==> src/rtl/calc_alu_seq_if.sv <==
// Handshake/data bundle between the opcode decoder, calc_alu_seq and the display formatter.
interface calc_alu_seq_if #(
  parameter int unsigned OPCODE_LENGTH = 5,
  parameter int unsigned RESULT_WIDTH  = 32
);
  logic                     in_valid;
  logic                     in_ready;
  logic [OPCODE_LENGTH-1:0] opcode;
  logic [RESULT_WIDTH-1:0]  num_a;
  logic [RESULT_WIDTH-1:0]  num_b;
  logic                     out_valid;
  logic                     out_ready;
  logic [RESULT_WIDTH-1:0]  num_c;
  logic                     err;
  logic [RESULT_WIDTH-1:0]  mem_value;

  modport master (
    output in_valid, opcode, num_a, num_b, out_ready,
    input  in_ready, out_valid, num_c, err, mem_value
  );

  modport slave (
    input  in_valid, opcode, num_a, num_b, out_ready,
    output in_ready, out_valid, num_c, err, mem_value
  );
endinterface

==> src/rtl/calc_alu_seq.sv <==
// Sequential calculator ALU: 1-cycle arithmetic/memory ops, iterative divide/modulo/sqrt.
// Define CALC_ALU_SAT_EN to saturate add/sub/mul/square/cube/M+/M- instead of wrapping.
module calc_alu_seq #(
  parameter int unsigned OPCODE_LENGTH = 5,
  parameter int unsigned RESULT_WIDTH  = 32
) (
  input logic            clk,
  input logic            rst,
  calc_alu_seq_if.slave  bus
);
  localparam int unsigned W  = RESULT_WIDTH;
  localparam int unsigned CW = $clog2(RESULT_WIDTH);
`ifdef CALC_ALU_SAT_EN
  localparam int unsigned XW = 3 * W;
`else
  localparam int unsigned XW = W;
`endif

  localparam logic [4:0] OP_ADD  = 5'b00000;
  localparam logic [4:0] OP_SUB  = 5'b00001;
  localparam logic [4:0] OP_MUL  = 5'b00010;
  localparam logic [4:0] OP_DIV  = 5'b00011;
  localparam logic [4:0] OP_SQR  = 5'b00100;
  localparam logic [4:0] OP_CUBE = 5'b00101;
  localparam logic [4:0] OP_SQRT = 5'b00110;
  localparam logic [4:0] OP_POW2 = 5'b00111;
  localparam logic [4:0] OP_MOD  = 5'b01011;
  localparam logic [4:0] OP_PI   = 5'b01111;
  localparam logic [4:0] OP_MADD = 5'b10001;
  localparam logic [4:0] OP_MSUB = 5'b10010;
  localparam logic [4:0] OP_MR   = 5'b10100;
  localparam logic [4:0] OP_MC   = 5'b11000;

  localparam logic signed [W-1:0] SMAX = {1'b0, {(W-1){1'b1}}};
  localparam logic signed [W-1:0] SMIN = {1'b1, {(W-1){1'b0}}};

  typedef enum logic [1:0] {IDLE, BUSY, DONE} state_t;

  state_t         state, state_nxt;
  logic           in_ready_q, out_valid_q;
  logic           is_sqrt, is_sqrt_nxt, is_mod, is_mod_nxt;
  logic           neg_q, neg_q_nxt, neg_r, neg_r_nxt;
  logic [CW-1:0]  cnt, cnt_nxt;
  logic [W:0]     acc_r, acc_r_nxt;
  logic [W-1:0]   acc_q, acc_q_nxt;
  logic [W-1:0]   dvs, dvs_nxt;
  logic [W-1:0]   num_c_q, num_c_nxt;
  logic           err_q, err_nxt;
  logic [W-1:0]   mem_q, mem_nxt;

  logic signed [W-1:0]  a_s, b_s, mem_s;
  logic signed [XW-1:0] a_x, b_x, m_x;
  logic [4:0]           op5;
  logic                 accept;
  logic [W-1:0]         sc_res, sc_mem;
  logic                 sc_err;
  logic [W:0]           d_diff, s_t, s_r;
  logic [W-1:0]         d_rem, d_quo, s_q;

  assign a_s    = bus.num_a;
  assign b_s    = bus.num_b;
  assign mem_s  = mem_q;
  assign op5    = bus.opcode[4:0];
  assign accept = bus.in_valid && in_ready_q;

  assign bus.in_ready  = in_ready_q;
  assign bus.out_valid = out_valid_q;
  assign bus.num_c     = num_c_q;
  assign bus.err       = err_q;
  assign bus.mem_value = mem_q;

  // Returns {err, value}: clamp to the signed range when saturating, otherwise plain wrap.
  function automatic logic [W:0] fit(input logic signed [XW-1:0] v);
`ifdef CALC_ALU_SAT_EN
    if (v > XW'(SMAX)) return {1'b1, SMAX};
    if (v < XW'(SMIN)) return {1'b1, SMIN};
    return {1'b0, v[W-1:0]};
`else
    return {1'b0, v};
`endif
  endfunction

  // Single-cycle result, also covering the error exits of the iterative ops.
  always_comb begin
    sc_res = '0;
    sc_err = 1'b0;
    sc_mem = mem_q;
    a_x    = XW'(a_s);
    b_x    = XW'(b_s);
    m_x    = XW'(mem_s);
    case (op5)
      OP_ADD:  {sc_err, sc_res} = fit(a_x + b_x);
      OP_SUB:  {sc_err, sc_res} = fit(a_x - b_x);
      OP_MUL:  {sc_err, sc_res} = fit(a_x * b_x);
      OP_SQR:  {sc_err, sc_res} = fit(a_x * a_x);
      OP_CUBE: {sc_err, sc_res} = fit(a_x * a_x * a_x);
      OP_POW2: begin
        if (!a_s[W-1] && bus.num_a <= W'(RESULT_WIDTH - 2)) sc_res = W'(1) << bus.num_a;
        else sc_err = 1'b1;
      end
      OP_PI:   sc_res = W'(3);
      OP_MADD: begin
        {sc_err, sc_res} = fit(m_x + a_x);
        sc_mem = sc_res;
      end
      OP_MSUB: begin
        {sc_err, sc_res} = fit(m_x - a_x);
        sc_mem = sc_res;
      end
      OP_MR:   sc_res = mem_q;
      OP_MC:   sc_mem = '0;
      default: sc_err = 1'b1;
    endcase
  end

  // Next-state, iteration datapath and result capture.
  always_comb begin
    state_nxt   = state;
    is_sqrt_nxt = is_sqrt;
    is_mod_nxt  = is_mod;
    neg_q_nxt   = neg_q;
    neg_r_nxt   = neg_r;
    cnt_nxt     = cnt;
    acc_r_nxt   = acc_r;
    acc_q_nxt   = acc_q;
    dvs_nxt     = dvs;
    num_c_nxt   = num_c_q;
    err_nxt     = err_q;
    mem_nxt     = mem_q;

    // Restoring division: shift in the next dividend bit, keep the difference if non-negative.
    d_diff = {acc_r[W-1:0], acc_q[W-1]} - {1'b0, dvs};
    d_rem  = d_diff[W] ? {acc_r[W-2:0], acc_q[W-1]} : d_diff[W-1:0];
    d_quo  = {acc_q[W-2:0], ~d_diff[W]};
    // Non-restoring sqrt: bring down two radicand bits, add or subtract by remainder sign.
    s_t = {acc_r[W-2:0], acc_q[W-1:W-2]};
    s_r = acc_r[W] ? s_t + {dvs[W-2:0], 2'b11} : s_t - {dvs[W-2:0], 2'b01};
    s_q = {dvs[W-2:0], ~s_r[W]};

    case (state)
      IDLE: begin
        if (accept) begin
          is_sqrt_nxt = (op5 == OP_SQRT);
          is_mod_nxt  = (op5 == OP_MOD);
          if ((op5 == OP_DIV || op5 == OP_MOD) && bus.num_b != '0) begin
            state_nxt = BUSY;
            acc_r_nxt = '0;
            acc_q_nxt = a_s[W-1] ? -bus.num_a : bus.num_a;
            dvs_nxt   = b_s[W-1] ? -bus.num_b : bus.num_b;
            neg_q_nxt = a_s[W-1] ^ b_s[W-1];
            neg_r_nxt = a_s[W-1];
            cnt_nxt   = CW'(W - 1);
          end else if (op5 == OP_SQRT && !a_s[W-1]) begin
            state_nxt = BUSY;
            acc_r_nxt = '0;
            acc_q_nxt = bus.num_a;
            dvs_nxt   = '0;
            cnt_nxt   = CW'(W / 2 - 1);
          end else begin
            state_nxt = DONE;
            num_c_nxt = sc_res;
            err_nxt   = sc_err;
            mem_nxt   = sc_mem;
          end
        end
      end
      BUSY: begin
        cnt_nxt = cnt - CW'(1);
        if (is_sqrt) begin
          acc_r_nxt = s_r;
          acc_q_nxt = {acc_q[W-3:0], 2'b00};
          dvs_nxt   = s_q;
        end else begin
          acc_r_nxt = {1'b0, d_rem};
          acc_q_nxt = d_quo;
        end
        if (cnt == '0) begin
          state_nxt = DONE;
          err_nxt   = 1'b0;
          if (is_sqrt)     num_c_nxt = s_q;
          else if (is_mod) num_c_nxt = neg_r ? -d_rem : d_rem;
          else             num_c_nxt = neg_q ? -d_quo : d_quo;
        end
      end
      DONE: begin
        if (bus.out_ready) state_nxt = IDLE;
      end
      default: state_nxt = IDLE;
    endcase
  end

  always_ff @(posedge clk) begin
    if (rst) begin
      state       <= IDLE;
      in_ready_q  <= 1'b1;
      out_valid_q <= 1'b0;
      is_sqrt     <= 1'b0;
      is_mod      <= 1'b0;
      neg_q       <= 1'b0;
      neg_r       <= 1'b0;
      cnt         <= '0;
      acc_r       <= '0;
      acc_q       <= '0;
      dvs         <= '0;
      num_c_q     <= '0;
      err_q       <= 1'b0;
      mem_q       <= '0;
    end else begin
      state       <= state_nxt;
      in_ready_q  <= (state_nxt == IDLE);
      out_valid_q <= (state_nxt == DONE);
      is_sqrt     <= is_sqrt_nxt;
      is_mod      <= is_mod_nxt;
      neg_q       <= neg_q_nxt;
      neg_r       <= neg_r_nxt;
      cnt         <= cnt_nxt;
      acc_r       <= acc_r_nxt;
      acc_q       <= acc_q_nxt;
      dvs         <= dvs_nxt;
      num_c_q     <= num_c_nxt;
      err_q       <= err_nxt;
      mem_q       <= mem_nxt;
    end
  end
endmodule
==> src/flat_wrapper.sv <==
// flat-port wrapper written by rule: the top's interface ports become plain ports
module calc_alu_seq_flat 
#(
  parameter int unsigned OPCODE_LENGTH = 5,
  parameter int unsigned RESULT_WIDTH  = 32
)
  (clk, rst, bus_in_valid, bus_opcode, bus_num_a, bus_num_b, bus_out_ready, bus_in_ready, bus_out_valid, bus_num_c, bus_err, bus_mem_value);
  calc_alu_seq_if #(.OPCODE_LENGTH(OPCODE_LENGTH), .RESULT_WIDTH(RESULT_WIDTH)) bus_i ();
  input logic clk;
  input logic rst;
  input wire logic [$bits(bus_i.in_valid)-1:0] bus_in_valid;
  input wire logic [$bits(bus_i.opcode)-1:0] bus_opcode;
  input wire logic [$bits(bus_i.num_a)-1:0] bus_num_a;
  input wire logic [$bits(bus_i.num_b)-1:0] bus_num_b;
  input wire logic [$bits(bus_i.out_ready)-1:0] bus_out_ready;
  output wire logic [$bits(bus_i.in_ready)-1:0] bus_in_ready;
  output wire logic [$bits(bus_i.out_valid)-1:0] bus_out_valid;
  output wire logic [$bits(bus_i.num_c)-1:0] bus_num_c;
  output wire logic [$bits(bus_i.err)-1:0] bus_err;
  output wire logic [$bits(bus_i.mem_value)-1:0] bus_mem_value;
  assign bus_i.in_valid = bus_in_valid;
  assign bus_i.opcode = bus_opcode;
  assign bus_i.num_a = bus_num_a;
  assign bus_i.num_b = bus_num_b;
  assign bus_i.out_ready = bus_out_ready;
  assign bus_in_ready = bus_i.in_ready;
  assign bus_out_valid = bus_i.out_valid;
  assign bus_num_c = bus_i.num_c;
  assign bus_err = bus_i.err;
  assign bus_mem_value = bus_i.mem_value;
  calc_alu_seq #(.OPCODE_LENGTH(OPCODE_LENGTH), .RESULT_WIDTH(RESULT_WIDTH)) u_core (.clk(clk), .rst(rst), .bus(bus_i));
endmodule
==> config.mk <==
export PLATFORM = sky130hd
export DESIGN_NAME = calc_alu_seq_flat
export DESIGN_NICKNAME = d
export VERILOG_FILES = /design/src/rtl/calc_alu_seq_if.sv /design/src/rtl/calc_alu_seq.sv /design/src/flat_wrapper.sv
export SDC_FILE = /design/constraint.sdc
export NUM_CORES = 2
export LEC_CHECK = 0
export BUFFER_PORTS_ARGS = -buffer_cell sky130_fd_sc_hd__buf_4
export CAP_MARGIN = 20
export CORE_ASPECT_RATIO = 0.9
export CORE_MARGIN = 1.5
export CORE_UTILIZATION = 35
export DETAILED_ROUTE_END_ITERATION = 7
export GPL_TIMING_DRIVEN = 0
export PLACE_DENSITY = 0.6
export SLEW_MARGIN = 10
export SYNTH_ARGS = -nofsm -noshare
export SYNTH_HDL_FRONTEND = slang
export SYNTH_SLANG_ARGS = --single-unit
==> constraint.sdc <==
create_clock -name clk -period 15.1 [get_ports clk]
set_input_delay 0 -clock clk [delete_from_list [all_inputs] [get_ports clk]]
set_output_delay 0 -clock clk [all_outputs]
set_load 0.02 [all_outputs]
After elaboration in Yosys (flattened, before gate mapping):

Cells that the tools add are included.

* $add $sub $neg: 12
* equality and inequality tests: 22
* $lt $le $gt $ge: 1
* multipliers: 3
* bitwise logic cells: 5
* reductions and logical operators: 20
* shift operators: 1
* multiplexer cells: 48

Operators by type and width (number)
* 32-bit 2-to-1 mux: 20
* 32-bit case mux with 10 select lines: 1
* 32-bit case mux with 2 select lines: 3
* 33-bit 2-to-1 mux: 5
* 32-bit negation: 4
* 32-bit by 32-bit multiplier with 32-bit output: 3
* 32-bit case mux with 3 select lines: 1
* 33-bit case mux with 2 select lines: 1
* 32-bit adder: 2
* 32-bit subtractor: 2
* 33-bit adder: 1
* 33-bit by 32-bit subtractor with 33-bit output: 1
* 33-bit subtractor: 1
* 32-bit by 5-bit <= comparator with 1-bit output, second input constant: 1
* 32-bit nonzero test: 1
* 1-bit by 32-bit << shifter with 32-bit output, first input constant: 1
* 5-bit by 3-bit == test with 1-bit output, second input constant: 4
* 5-bit == test, second input constant: 4
* 5-bit 2-to-1 mux: 3
* 5-bit by 2-bit == test with 1-bit output, second input constant: 2
* 5-bit by 4-bit == test with 1-bit output, second input constant: 2
* 5-bit zero test: 2
* 2-bit 2-to-1 mux: 5
* 5-bit case mux with 2 select lines: 1
* 23 further kinds: 41

* bits in registers: 175
* output and inout bits: 67
* word-level logic and storage cells: 126

Depth between registers and ports, before layout:

* word-level depth: 8
* gate-level depth with buffers: 64
* mapped depth without buffers: 62

Worst setup path after synthesis:

Ideal clock, no wire load.

* path kind: input to register
* start: input bus_num_a[5]
* end: register u_core.num_c_q[31] (netlist: u_core.bus.num_c[31])
* arrival time: 14.919 ns
* setup time: 0.138 ns
* setup slack: 0.043 ns
* cell stages on the path: 57
* cells stage by stage: clkbuf_1 -> clkbuf_1 -> clkbuf_1 -> nand2_1 -> fa_1 -> fa_1 -> fa_1 -> fa_1 -> inv_1 -> ha_1 -> ha_1 -> fa_1 -> inv_1 -> fa_1 -> inv_1 -> ha_1 -> o21a_1 -> o21a_1 -> [21 not listed] -> xnor2_1 -> xnor2_1 -> xnor2_1 -> xnor2_1 -> xnor2_1 -> xnor3_1 -> xnor2_1 -> xor2_1 -> xnor3_1 -> xnor2_1 -> xnor2_1 -> xnor2_1 -> xnor3_1 -> xnor3_1 -> xnor3_1 -> xnor3_1 -> nand3_1 -> a311oi_2

* longest elaborated chain between the ends: 8
* elaborated cells between the ends (all ways): 16
* classes of those cells: add/sub (4); mul (3); order compare (1); shift (1); mux (6); reduce/logical (1)

Ends and longest elaborated chain
* start: declaration: line flat_wrapper.sv:13 `input wire logic [$bits(bus_i.num_a)-1:0] bus_num_a;`
* parallel branches: the longest is 3 deep, another holds 32-bit by 32-bit multiplier with 32-bit output
* 32-bit case mux with 10 select lines (*): line calc_alu_seq.sv:91 `case (op5)`
* 32-bit 2-to-1 mux (*): line calc_alu_seq.sv:153 `end else if (op5 == OP_SQRT && !a_s[W-1]) begin`
* 32-bit 2-to-1 mux (*): line calc_alu_seq.sv:145 `if ((op5 == OP_DIV || op5 == OP_MOD) && bus.num_b != '0) begin`
* 32-bit 2-to-1 mux (*): line calc_alu_seq.sv:142 `if (accept) begin`
* 32-bit case mux with 2 select lines (*): line calc_alu_seq.sv:140 `case (state)`
* end signal: assignment: line calc_alu_seq.sv:220 `num_c_q <= num_c_nxt;`
* end: declaration: line calc_alu_seq.sv:47 `logic [W-1:0] num_c_q, num_c_nxt;`

Mark *: on every way between the ends. The select of a mux whose other input is x is not followed.
A chain may end at the register's enable or synchronous reset.

Final worst setup path:

* start: input bus_num_a[1]
* end: register u_core.num_c_q[31] (netlist: u_core.bus.num_c[31])

The elaborated chain is that of the path after synthesis.

==> impl_results.rst <==
.. list-table::
   :header-rows: 1

   * - Metric
     - Value
   * - Status
     - complete, but fails checks
   * - Violated checks
     - negative setup slack
   * - Area of the core
     - 0.184 mm^2
   * - Maximum number of pins on one net before global-route repair
     - 18
   * - Final cycle utilization of the critical path
     - 101%
   * - Worst hold path type
     - in2reg
   * - Critical path's slowest cell
     - fa_1
   * - Synth Net Count
     - 9858
   * - Number of antenna violations at the first check in global routing
     - 30
   * - Cells after Synth
     - 8011
   * - Final Worst Setup Slack
     - -0.132 ns
   * - Wire length of the first global-routing pass
     - 445000 um
   * - Final hold slack
     - 0.0786 ns
   * - Worst Setup Path Type
     - in2reg
   * - Global route total overflow
     - 0
   * - Final number of setup-violating endpoints
     - 1
   * - Fraction of synthesized cell area taken by the top area cell type
     - 35.7%
   * - Endpoint type of the worst setup path
     - flop
   * - Clk sinks
     - 175
   * - Row cnt
     - 149
   * - Total global-route track usage
     - 33.2%
   * - Primary FF master, synth
     - dfxtp_1
   * - Worst reg2reg path startpoint
     - u_core.dvs[0]$_SDFFE_PP0P_
   * - Final standard cell utilization of the core
     - 39.6%
   * - IO buf count
     - 124
   * - Critical hold path startpoint
     - bus_num_b[31]
   * - Cell types occupying the most area after synthesis
     - fa_1 (36%), ha_1 (12%), inv_1 (8.9%)
   * - Dpl hpwl
     - 261000 um
   * - Post-Route Setup TNS
     - -0.132 ns
   * - Endpoint of the most critical register-to-register path
     - u_core.bus.num_c[28]$_SDFFE_PP0P_
   * - RSZ-0062 raised after global routing
     - true
   * - Clock slew at reported path FFs
     - 0.08 ns
   * - Critical Path RT
     - 15.49 ns
   * - Number of stages on the worst hold path
     - 4
   * - Worst max-slew margin expressed relative to the limit
     - 13.3%
   * - Number of buffers created by CTS
     - 17
   * - Critical Path Source Type
     - input pin
   * - Bufs on Longest Clock Path
     - 2
   * - Routability congestion estimate from global placement
     - 1.07
   * - Hold Path End
     - u_core.dvs[31]$_SDFFE_PP0P_
   * - Post-synth EDFFs
     - 0
   * - R2R setup slack
     - 5.55 ns
   * - Slowest Stage Delay on Critical Path
     - 0.57 ns
   * - FF+latch count, synth
     - 175
   * - Largest area contributor in the netlist
     - fa_1
   * - Floorplan die area
     - 0.189 mm^2
   * - Root Buffer
     - clkbuf_16
   * - Critical path startpoint
     - bus_num_a[1]
   * - Post-synthesis to final-layout area growth
     - 12.1%
   * - Routed Wire Length
     - 318000 um
   * - Share of layout cells above drive strength 1
     - 7.25%
   * - Highest Clock Rate
     - 0.0656 GHz
   * - R2r worst-path depth
     - 25
   * - Count of nets left with antenna violations after detail routing
     - 0
   * - Synthesized area per cell
     - 8.12 um^2
   * - Number of warnings reported in the yosys synthesis log
     - 0
   * - Layout Nets
     - 10100
   * - Initial core utilization
     - 35.4%
   * - CTS tree
     - built
   * - Sequential cell area fraction in the yosys report
     - 5.38%
   * - Number of global-route vias before repair
     - 60300
   * - Detail-routed via count per cell
     - 5.67
   * - Most common cell type on the critical path
     - fa_1
   * - Critical-path maximum fanout
     - 13
   * - Number of slew-limit violations in the final report
     - 0
   * - Post-route clock skew
     - 0.0181 ns
   * - Post-detailed-route wirelength per cell
     - 29.6 um
   * - Iter 0 DRT Violations
     - 7377
   * - Chip Width
     - 458 um
   * - Async set or reset register ratio after synthesis
     - 0%
   * - Synthesized cell area
     - 0.0651 mm^2
   * - Number of placed cells counting well taps
     - 10600
   * - Number of distinct standard cells referenced by the synthesized netlist
     - 79
   * - Crit path time final
     - 15.23 ns
   * - Number of fill cells
     - 18800
   * - Worst-margin pin slew
     - 1.30 ns
   * - Die height
     - 412 um
   * - Signal arrival time at the worst endpoint
     - 15.63 ns
   * - Final Hold Violating Endpoints
     - 0
   * - Count of maximum capacitance violations
     - 0
   * - DR pass1 iterations
     - 8
   * - Cell with the most instances after synthesis
     - inv_1
   * - Detailed-route DRC error count
     - 0
   * - Layout Cells excl Fill
     - 10700
   * - CTS H-Tree Depth
     - 4
   * - Top cells by instance count after synthesis
     - inv_1 (1542), fa_1 (1161), nand2_1 (966)
   * - Total number of vias
     - 60900
   * - Clock insertion delay at the later pin of the skew report
     - 0.49 ns
   * - I/O pin count
     - 140
==> critical path: cells and delay by family <==
kind	cells	cell delay [ns]
buf+inv	9	1.00
simple gates	3	0.63
fa+ha+maj	17	7.12
compound gates	14	3.06
xor+xnor	16	3.76
==> what timing repair did <==
item                                    CTS  global route
endpoints found under the setup margin   19             5
resized for setup                       383           173
setup buffers                            51            83
hold buffers                              2             0
endpoints found under the hold margin     4             0
gates cloned                              0             2
pin swaps                                46            80
==> flip-flops by register name (all words and copies together), names as in the netlist <==
signal,count
u_core.bus.out_valid,1
u_core.bus.mem_value,32
u_core.dvs,32
u_core.neg_q,1
u_core.is_sqrt,1
u_core.bus.err,1
u_core.neg_r,1
u_core.acc_q,32
u_core.cnt,5
u_core.state,2
u_core.bus.num_c,32
u_core.is_mod,1
u_core.acc_r,33
u_core.bus.in_ready,1
==> how the worst max path moves through the flow <==
stage	end	slack [ns]	cells past startpoint
floorplan	u_core.bus.num_c[31]$_SDFFE_PP0P_	0.04	57
CTS	u_core.bus.num_c[31]$_SDFFE_PP0P_	0.001	58
finish	u_core.bus.num_c[31]$_SDFFE_PP0P_	-0.13	59
global placement	u_core.bus.num_c[31]$_SDFFE_PP0P_	-6.01	59
detailed placement	u_core.bus.num_c[31]$_SDFFE_PP0P_	-4.61	59
global route	u_core.bus.num_c[31]$_SDFFE_PP0P_	-0.29	60
==> layout by cell type (no fill, tap or decap), drive strengths merged, types with 265 or more instances in the layout <==
master and n:
and2 299, nor2 671, ha 613, xnor2 344, nand2 966, inv 1539, clkbuf 351, buf 375
a21oi 265, fa 1161
==> through the flow <==
stage	area, um^2	setup WS, ns
after CTS	71800	0.00134
after global routing	72900	-0.287
after floorplan	65100	0.0434
after global placement	69000	-6.01
final	72900	-0.132
after detailed placement	69500	-4.61
==> routing by layer <==
| layer | part of all wire [%] | wire length [um] | track usage [%] | up-vias |
|---|---|---|---|---|
| met2 | 41 | 131000 | 48.7 | 3692 |
| met1 | 39 | 125000 | 43.4 | 30700 |
| met3 | 12 | 37400 | 9.51 | 865 |
| met5 | 0.045 | 144 | 0 | - |
| met4 | 7.5 | 23800 | 19.3 | 22 |
| li1 | - | - | - | 25700 |
==> final cells by class <==
cell class	instances	area, um^2	area share [%]
tap	2416	3020	4.15
buffer	412	2380	3.27
multi-input combinational	5840	54800	75.1
inverter	1556	6000	8.23
timing repair buffer	297	2640	3.62
sequential	175	3500	4.80
clock buffer	21	460	0.631
antenna	12	30.0	0.0412
clock inverter	11	106	0.146
==> cells by family (layout without fill, tap and decap cells) <==
family	Yosys count	in the layout	share of synthesized area (%)
and+or+nand+nor	2372	2372	16.2
buffers and inverters	1996	2297	11.5
adders and majority gates	1774	1774	47.5
AOI/OAI and AO/OA	1147	1147	11.7
xor gates and xnor gates	482	482	6.64
DFF	175	175	5.38
muxes	64	64	1.01
other	1	13	0.00576
Power is not shown: default switching activity piles up to over one toggle a cycle in this logic, so the estimate is an artifact.
